===== config.mk =====
export PLATFORM = sky130hd
export DESIGN_NAME = nbc_char_class
export DESIGN_NICKNAME = d
export VERILOG_FILES = /design/src/rtl/nbc_pkg.sv /design/src/rtl/nbc_char_class.sv
export SDC_FILE = /design/constraint.sdc
export NUM_CORES = 1
export LEC_CHECK = 0
export CORE_AREA = 2 2 39 41
export DETAILED_ROUTE_END_ITERATION = 8
export DIE_AREA = 0 0 41 43
export GPL_TIMING_DRIVEN = 0
export SETUP_SLACK_MARGIN = 0.02
export SLEW_MARGIN = 40
export SYNTH_ARGS = -nofsm -noshare
export SYNTH_HDL_FRONTEND = slang
export SYNTH_SLANG_ARGS = --single-unit
export TNS_END_PERCENT = 10

===== constraint.sdc =====
create_clock -name vclk -period 1.5
set_input_delay 0.225 -clock vclk [all_inputs]
set_output_delay 0.225 -clock vclk [all_outputs]
set_load 0.005 [all_outputs]

===== src/rtl/nbc_pkg.sv =====
// Shared definitions for the nested begin/end keyword checker.
// Holds the word-recogniser state encoding and the ASCII characters it matches on.
package nbc_pkg;

    typedef enum logic [3:0] {
        S_GAP   = 4'd0,
        S_B1    = 4'd1,
        S_B2    = 4'd2,
        S_B3    = 4'd3,
        S_B4    = 4'd4,
        S_B5    = 4'd5,
        S_E1    = 4'd6,
        S_E2    = 4'd7,
        S_E3    = 4'd8,
        S_OTHER = 4'd9
    } state_t;

    localparam logic [7:0] CH_SP  = 8'h20;
    localparam logic [7:0] CH_TAB = 8'h09;
    localparam logic [7:0] CH_LF  = 8'h0A;
    localparam logic [7:0] CH_CR  = 8'h0D;
    localparam logic [7:0] CH_B   = 8'h62;
    localparam logic [7:0] CH_E   = 8'h65;
    localparam logic [7:0] CH_G   = 8'h67;
    localparam logic [7:0] CH_I   = 8'h69;
    localparam logic [7:0] CH_N   = 8'h6E;
    localparam logic [7:0] CH_D   = 8'h64;

endpackage


===== src/rtl/nbc_char_class.sv =====
// Character classifier: optional upper-to-lower folding and delimiter detection.
// Purely combinational so the recogniser sees the classified char in the same cycle.
module nbc_char_class
    import nbc_pkg::*;
#(
    parameter int CASE_FOLD = 1,
    parameter int DELIM_EXT = 1
) (
    input  logic [7:0] char_i,
    output logic [7:0] fold_o,
    output logic       delim_o
);

    logic isUpper;
    logic isExtDelim;

    assign isUpper    = (char_i >= 8'h41) && (char_i <= 8'h5A);
    assign fold_o     = ((CASE_FOLD != 0) && isUpper) ? (char_i | 8'h20) : char_i;
    assign isExtDelim = (char_i == CH_TAB) || (char_i == CH_LF) || (char_i == CH_CR);
    assign delim_o    = (char_i == CH_SP) || ((DELIM_EXT != 0) && isExtDelim);

endmodule


* After elaboration in Yosys (flattened, before gate mapping) *
Cells that the tools add are included.

storage, ports and cells
  flip-flop bits (word level) = 0
  logic and storage cells = 11
  output and inout bits = 9
  bits of input ports = 8

cells by class
  mux-type cells = 1
  equality and inequality tests = 4
  reduce and logical (&&, ||, !) cells = 4
  order comparisons = 2

operator list
  operator                                                           number
  equality test 8 x 4 -> 1 bit, second input constant                3
  equality test 8 x 6 -> 1 bit, second input constant                1
  greater-or-equal comparator 8 x 7 -> 1 bit, second input constant  1
  less-or-equal comparator 8 x 7 -> 1 bit, second input constant     1
  two-way mux 6 bit                                                  1
  logical OR 1 bit                                                   3
  logical AND 1 bit                                                  1

* Logic depth before layout (Yosys ltp) *
Gate-level depths: netlist (run 1).

  depth in word-level cells = 4
  gate-level depth with buffers = 3
  depth with buffers taken out = 3

* Worst setup path before layout (run 1) *
OpenSTA, ideal clock, no wires.

  path kind = input -> output
  from = input char_i[3]
  to = output delim_o
  buffers on the path = 0
  arrival time = 0.861 ns
  slack = 0.414 ns
  data required time = 1.275 ns
  stages on the path = 3
  path through = nor3b_1 > o21ai_1 > a2111oi_2

on the way
  word-level cells in the longest chain between the ends = 4
  elaborated cells on any way between the ends = 7
  those cells by class = eq/ne (4); reduce/logical (3)

RTL lines
  what                           line                  source
  from (decl)                    nbc_char_class.sv:9   input logic [7:0] char_i,
  equality test 8 x 4 -> 1 bit   nbc_char_class.sv:19  assign isExtDelim = (char_i == CH_TAB) || (char_i == CH_LF) || (char_i == CH_CR);
  logical OR 1 bit (2 in a row)  nbc_char_class.sv:19
  logical OR 1 bit (*)           nbc_char_class.sv:20  assign delim_o = (char_i == CH_SP) || ((DELIM_EXT != 0) && isExtDelim);
  to (decl)                      nbc_char_class.sv:11  output logic delim_o

Every way passes the cells marked *; elsewhere a longest branch is shown, timed or not.

* Final worst setup path (run 1) *
  from = input char_i[0]
  to = output delim_o

Same word-level chain as after synthesis.

==> results of run 1 <==
-- worst max-delay path by stage --
stage / start / endpoint / slack (ns) / cells past startpoint
after global placement: char_i[3] / delim_o / -0.68 / 5
after global routing: char_i[0] / fold_o[5] / -0.03 / 5
after floorplan: char_i[3] / delim_o / 0.41 / 3
after CTS: char_i[1] / delim_o / -0.02 / 5
after detailed placement: char_i[3] / delim_o / -0.69 / 5
final: char_i[0] / delim_o / 0.04 / 5
-- cell usage after synthesis --
master / count
a2111oi_2: 1
a21oi_1: 1
a31oi_1: 1
and3b_1: 1
buf_4: 7
nand3_1: 1
nand3b_1: 1
nor2_1: 3
nor2b_1: 1
nor3b_1: 1
o21ai_1: 1
o22ai_1: 1
-- where the power goes --
part           switching [W]  internal [W]
clock network              0             0
registers                  0             0
logic              0.0000271     0.0000467
total              0.0000271     0.0000467
-- routing by layer --
metal / routed length (µm) / share of wire (%) / global-route usage [%] / up-vias
met2: 153 / 36 / 8.44 / 15
li1: - / - / - / 100
met5: 0 / 0 / 0 / -
met3: 64 / 15 / 0.524 / 0
met1: 210 / 49 / 6.65 / 91
met4: 0 / 0 / 0 / 0
-- final cells by class --
cell class	instances	share of cell area, %
timing repair buffer	17	45.8
buffer	7	16.9
multi-input combinational	13	30.9
tap	16	6.43
-- cells in the final DEF (no fill, tap or decap) --
cell type,synthesis,routed
buf_4,7,7
clkdlybuf4s50_1,0,7
dlygate4sd2_1,0,6
clkbuf_2,0,3
nor2_2,0,2
nand3_1,1,1
and3b_1,1,1
nor3b_2,0,1
o21ai_1,1,1
a2111oi_2,1,1
nor2_1,3,1
nor2b_2,0,1
a21oi_1,1,1
nand3b_1,1,1
o22ai_1,1,1
a31oi_1,1,1
buf_2,0,1
-- logic make-up after synthesis --
group	Yosys count	share of synthesized area, %
compound gates	5	27.5
buf+inv	7	38.5
simple gates	8	33.9
-- tightest hold or removal path, stage by stage --
cell       delay (ns)
clkbuf_2         0.13
nand3_1          0.11
a2111oi_2        0.06
buf_2            0.13
-- through the flow --
step                power [W]  util (%)  TNS (ns)  worst slack (ns)  hold slack (ns)
floorplan           0.0000270         -         0             0.414            0.471
global placement    0.0000808      23.6     -1.67            -0.681             1.46
detailed placement  0.0000809      23.6     -1.70            -0.688             1.46
CTS                 0.0000737      23.1   -0.0222           -0.0222            0.887
global route        0.0000812      22.5   -0.0468           -0.0257            0.913
finish              0.0000737      22.5         0            0.0402            0.874
-- what timing repair did --
action,in CTS,in global routing
buffers inserted,0,0
pin swaps,2,1
endpoints found under the setup margin,9,2
resized for setup,16,7
==> flow_summary.json, run 1 <==
{
  "status": "completed",
  "critical_path.max_fanout": 4,
  "remaining_drc_errors": 0,
  "grt_max_degree": 7,
  "maxSlewViolCount": 0,
  "end_kind": "output port",
  "synth_fp_nets": 28,
  "syn2layout_area_growth_pct": 128,
  "chipWidth_um": 41,
  "slowest_delay_ns": 0.34,
  "crit_chain": "dlygate4sd2_1 > nor2_2 > o21ai_1 > a2111oi_2 > buf_2",
  "setup_viol": 0,
  "drt-wirelength-per-cell_um": 8.06,
  "core_area_mm2": 0.00138,
  "syn_avg_cell_area_um2": 6.82,
  "required_ns": 1.27,
  "hold_path_class": "input pin to output port",
  "arrival_ns": 1.23,
  "dieArea_mm2": 0.00176,
  "synth_cell_types": 12,
  "antenna_found_initial": 0,
  "vias": 206,
  "final.period_utilization_pct": 97.3,
  "yosysWarnings": 0,
  "initial_core_util_pct": 9.86,
  "cp_top_family": "buffers and inverters",
  "cp_slowest_cell": "a2111oi_2",
  "flops_and_latches": 0,
  "design_area_um2": 312,
  "postCtsHoldBufs": 0,
  "yosysSeqAreaShare_pct": 0,
  "synth.largest_area_cell": "buf_4",
  "cap_violations": 0,
  "drtAntennaViolNets": 0,
  "drt_iter0_drc": 5,
  "power_density_mw_per_mm2": 237,
  "tightest_slew_ns": 0.242,
  "grt_overflow": 0,
  "regArea_um2": 0,
  "vdd_drop_max_mv": 0.0731,
  "place_inst": 53,
  "clock_buffers": 0,
  "rsz0062_at_grt": "true",
  "critPathKind": "input pin to output port",
  "antenna_cells": 0,
  "gp_congestion": 0.599,
  "multi_input_area_um2": 96.3,
  "rows": 14,
  "leakage_nw": 0.137,
  "post-route-min-period_ns": 1.46,
  "wirelength_um": 427,
  "chipHeight_um": 43,
  "fin_nets": 47,
  "syn_inst": 20,
  "num_io_pins": 17,
  "hold_violations": 0,
  "via_per_inst": 3.89,
  "critPathBufInv": 2,
  "hp-start": "char_i[3]",
  "holdPathStages": 4,
  "synth_area_leaders": "buf_4 (39%), a2111oi_2 (11%), nor2_1 (8.3%)",
  "grt_util_all_layers_pct": 4.90,
  "dr.pass1.iters": 3,
  "final_cells": 53,
  "grt_pass1_vias": 186,
  "port_buffers": 17,
  "yosysTopAreaCellShare_pct": 38.5,
  "placed_area_um2": 327,
  "drive_above_1_share_pct": 43.2,
  "clock.fmax_mhz": 685,
  "syn_area_um2": 136,
  "grt_pass1_wl_um": 662,
  "slew_headroom_pct": 83.9,
  "fillers": 153,
  "crit_path_start_kind": "input pin",
  "whs_endpoint": "delim_o"
}
Note: power is estimated with default switching activity, not from simulation.
==> run 2, diff against run 1 <==
==> constraint.sdc (replaced) <==
create_clock -name vclk -period 1.87
set_input_delay 0.2805 -clock vclk [all_inputs]
set_output_delay 0.2805 -clock vclk [all_outputs]
set_load 0.005 [all_outputs]
==> run 2 against run 1 <==
Against the previous run:
- flip-flop and latch count is the same
- global-route usage is 0.50 points lower
- sequential share of layout area stayed put
==> flow_summary.json, run 2 (synthesis results as in run 1) <==
{
  "status": "completed",
  "dp_slack_ns": -0.429,
  "grt_util_all_layers_pct": 4.40,
  "via_per_inst": 3.87,
  "setup_viol": 0,
  "post-cts-setup-buffer-count": 0,
  "post-route-min-period_ns": 1.79,
  "chipHeight_um": 43,
  "rows": 14,
  "fin_tns_setup_ns": 0,
  "drtAntennaViolNets": 0,
  "power_frac_seq_pct": 0,
  "comb_power_share_pct": 100.0,
  "port_buffers": 17,
  "fin_nets": 47,
  "critPathKind": "input pin to output port",
  "place_inst": 53,
  "layout_common_cells": "clkdlybuf4s50_1 (11), buf_4 (7), nor2_1 (3), dlymetal6s2s_1 (3), dlygate4sd2_1 (2)",
  "p_int_w": 0.0000426,
  "hold_path_class": "input pin to output port",
  "postCtsHoldBufs": 0,
  "hold_violations": 0,
  "slew_headroom_pct": 83.5,
  "p_sw_w": 0.0000205,
  "tightest_slew_ns": 0.248,
  "slowest_delay_ns": 0.46,
  "cp_top_family": "buffers and inverters",
  "antenna_cells": 0,
  "remaining_drc_errors": 0,
  "power_density_mw_per_mm2": 189,
  "clock.fmax_mhz": 560,
  "crit_path_start_kind": "input pin",
  "final.period_utilization_pct": 95.5,
  "critPathBufInv": 2,
  "cp_slowest_cell": "clkdlybuf4s50_1",
  "drt_iter0_drc": 0,
  "chipWidth_um": 41,
  "cap_violations": 0,
  "rsz0062_at_grt": "true",
  "flops_and_latches": 0,
  "arrival_ns": 1.51,
  "p_clk_share_pct": 0,
  "fillers": 148,
  "swShare_pct": 32.5,
  "vdd_drop_max_mv": 0.0613,
  "grt_overflow": 0,
  "regArea_um2": 0,
  "core_area_mm2": 0.00138,
  "vias": 205,
  "maxSlewViolCount": 0,
  "initial_core_util_pct": 9.86,
  "antenna_found_initial": 0,
  "layout_commonest_cell": "clkdlybuf4s50_1",
  "end_kind": "output port",
  "dieArea_mm2": 0.00176,
  "dr.pass1.iters": 1,
  "drt-wirelength-per-cell_um": 7.96,
  "gp_congestion": 0.599,
  "wirelength_um": 422,
  "power_w": 0.0000631,
  "leakage_nw": 0.158,
  "utilization_pct": 24.1,
  "syn2layout_area_growth_pct": 145,
  "clock_buffers": 0,
  "drive_above_1_share_pct": 29.7,
  "crit_chain": "clkdlybuf4s50_1 > nor2_1 > o21ai_1 > a2111oi_2 > buf_2",
  "num_io_pins": 17,
  "multi_input_area_um2": 91.3,
  "finalWorstSetupSlack_ns": 0.0835,
  "grt_pass1_wl_um": 593,
  "grt_max_degree": 7,
  "final_cells": 53,
  "grt_pass1_vias": 168,
  "required_ns": 1.59,
  "critical_path.max_fanout": 4
}
==> run 2: area by class of cell <==
type,instances,share of cell area [%]
Timing Repair Buffer,17,50.9
Multi-Input combinational cell,13,27.3
Buffer,7,15.7
Tap cell,16,5.99
==> run 2: what timing repair did <==
| item | CTS | global route |
|---|---|---|
| endpoints found under the setup margin | 2 | 2 |
| pin swaps | 0 | 0 |
| resized for setup | 6 | 5 |
| gates cloned | 0 | 0 |
==> run 2: per-stage QoR <==
step / hold WS (ns) / area [µm²]
after floorplan: 0.582 / 136
after global placement: 1.57 / 327
after detailed placement: 1.57 / 327
after CTS: 1.25 / 328
after global routing: 0.929 / 334
final: 0.889 / 334
==> run 2: power groups by stage <==
| stage | logic (W) | registers (W) | clock network (W) |
|---|---|---|---|
| 3_3_place_gp | 0.0000648 | 0 | 0 |
| 4_1_cts | 0.0000638 | 0 | 0 |
| 5_1_grt | 0.0000694 | 0 | 0 |
| 6_report | 0.0000631 | 0 | 0 |
| 2_1_floorplan | 0.0000216 | 0 | 0 |
| 3_5_place_dp | 0.0000649 | 0 | 0 |
==> run 2: path summary, 6_finish.rpt <==
kind                      start       to  cells after the start
worst max-delay path  char_i[0]  delim_o                      5
worst min-delay path  char_i[6]  delim_o                      3
==> run 2: layer usage <==
layer / track usage, % / vias to the layer above / routed length (µm)
met5: 0 / - / 0
met4: 0 / 0 / 0
met3: 0.524 / 0 / 64
met2: 7.19 / 15 / 154
met1: 6.33 / 89 / 203
li1: - / 101 / -
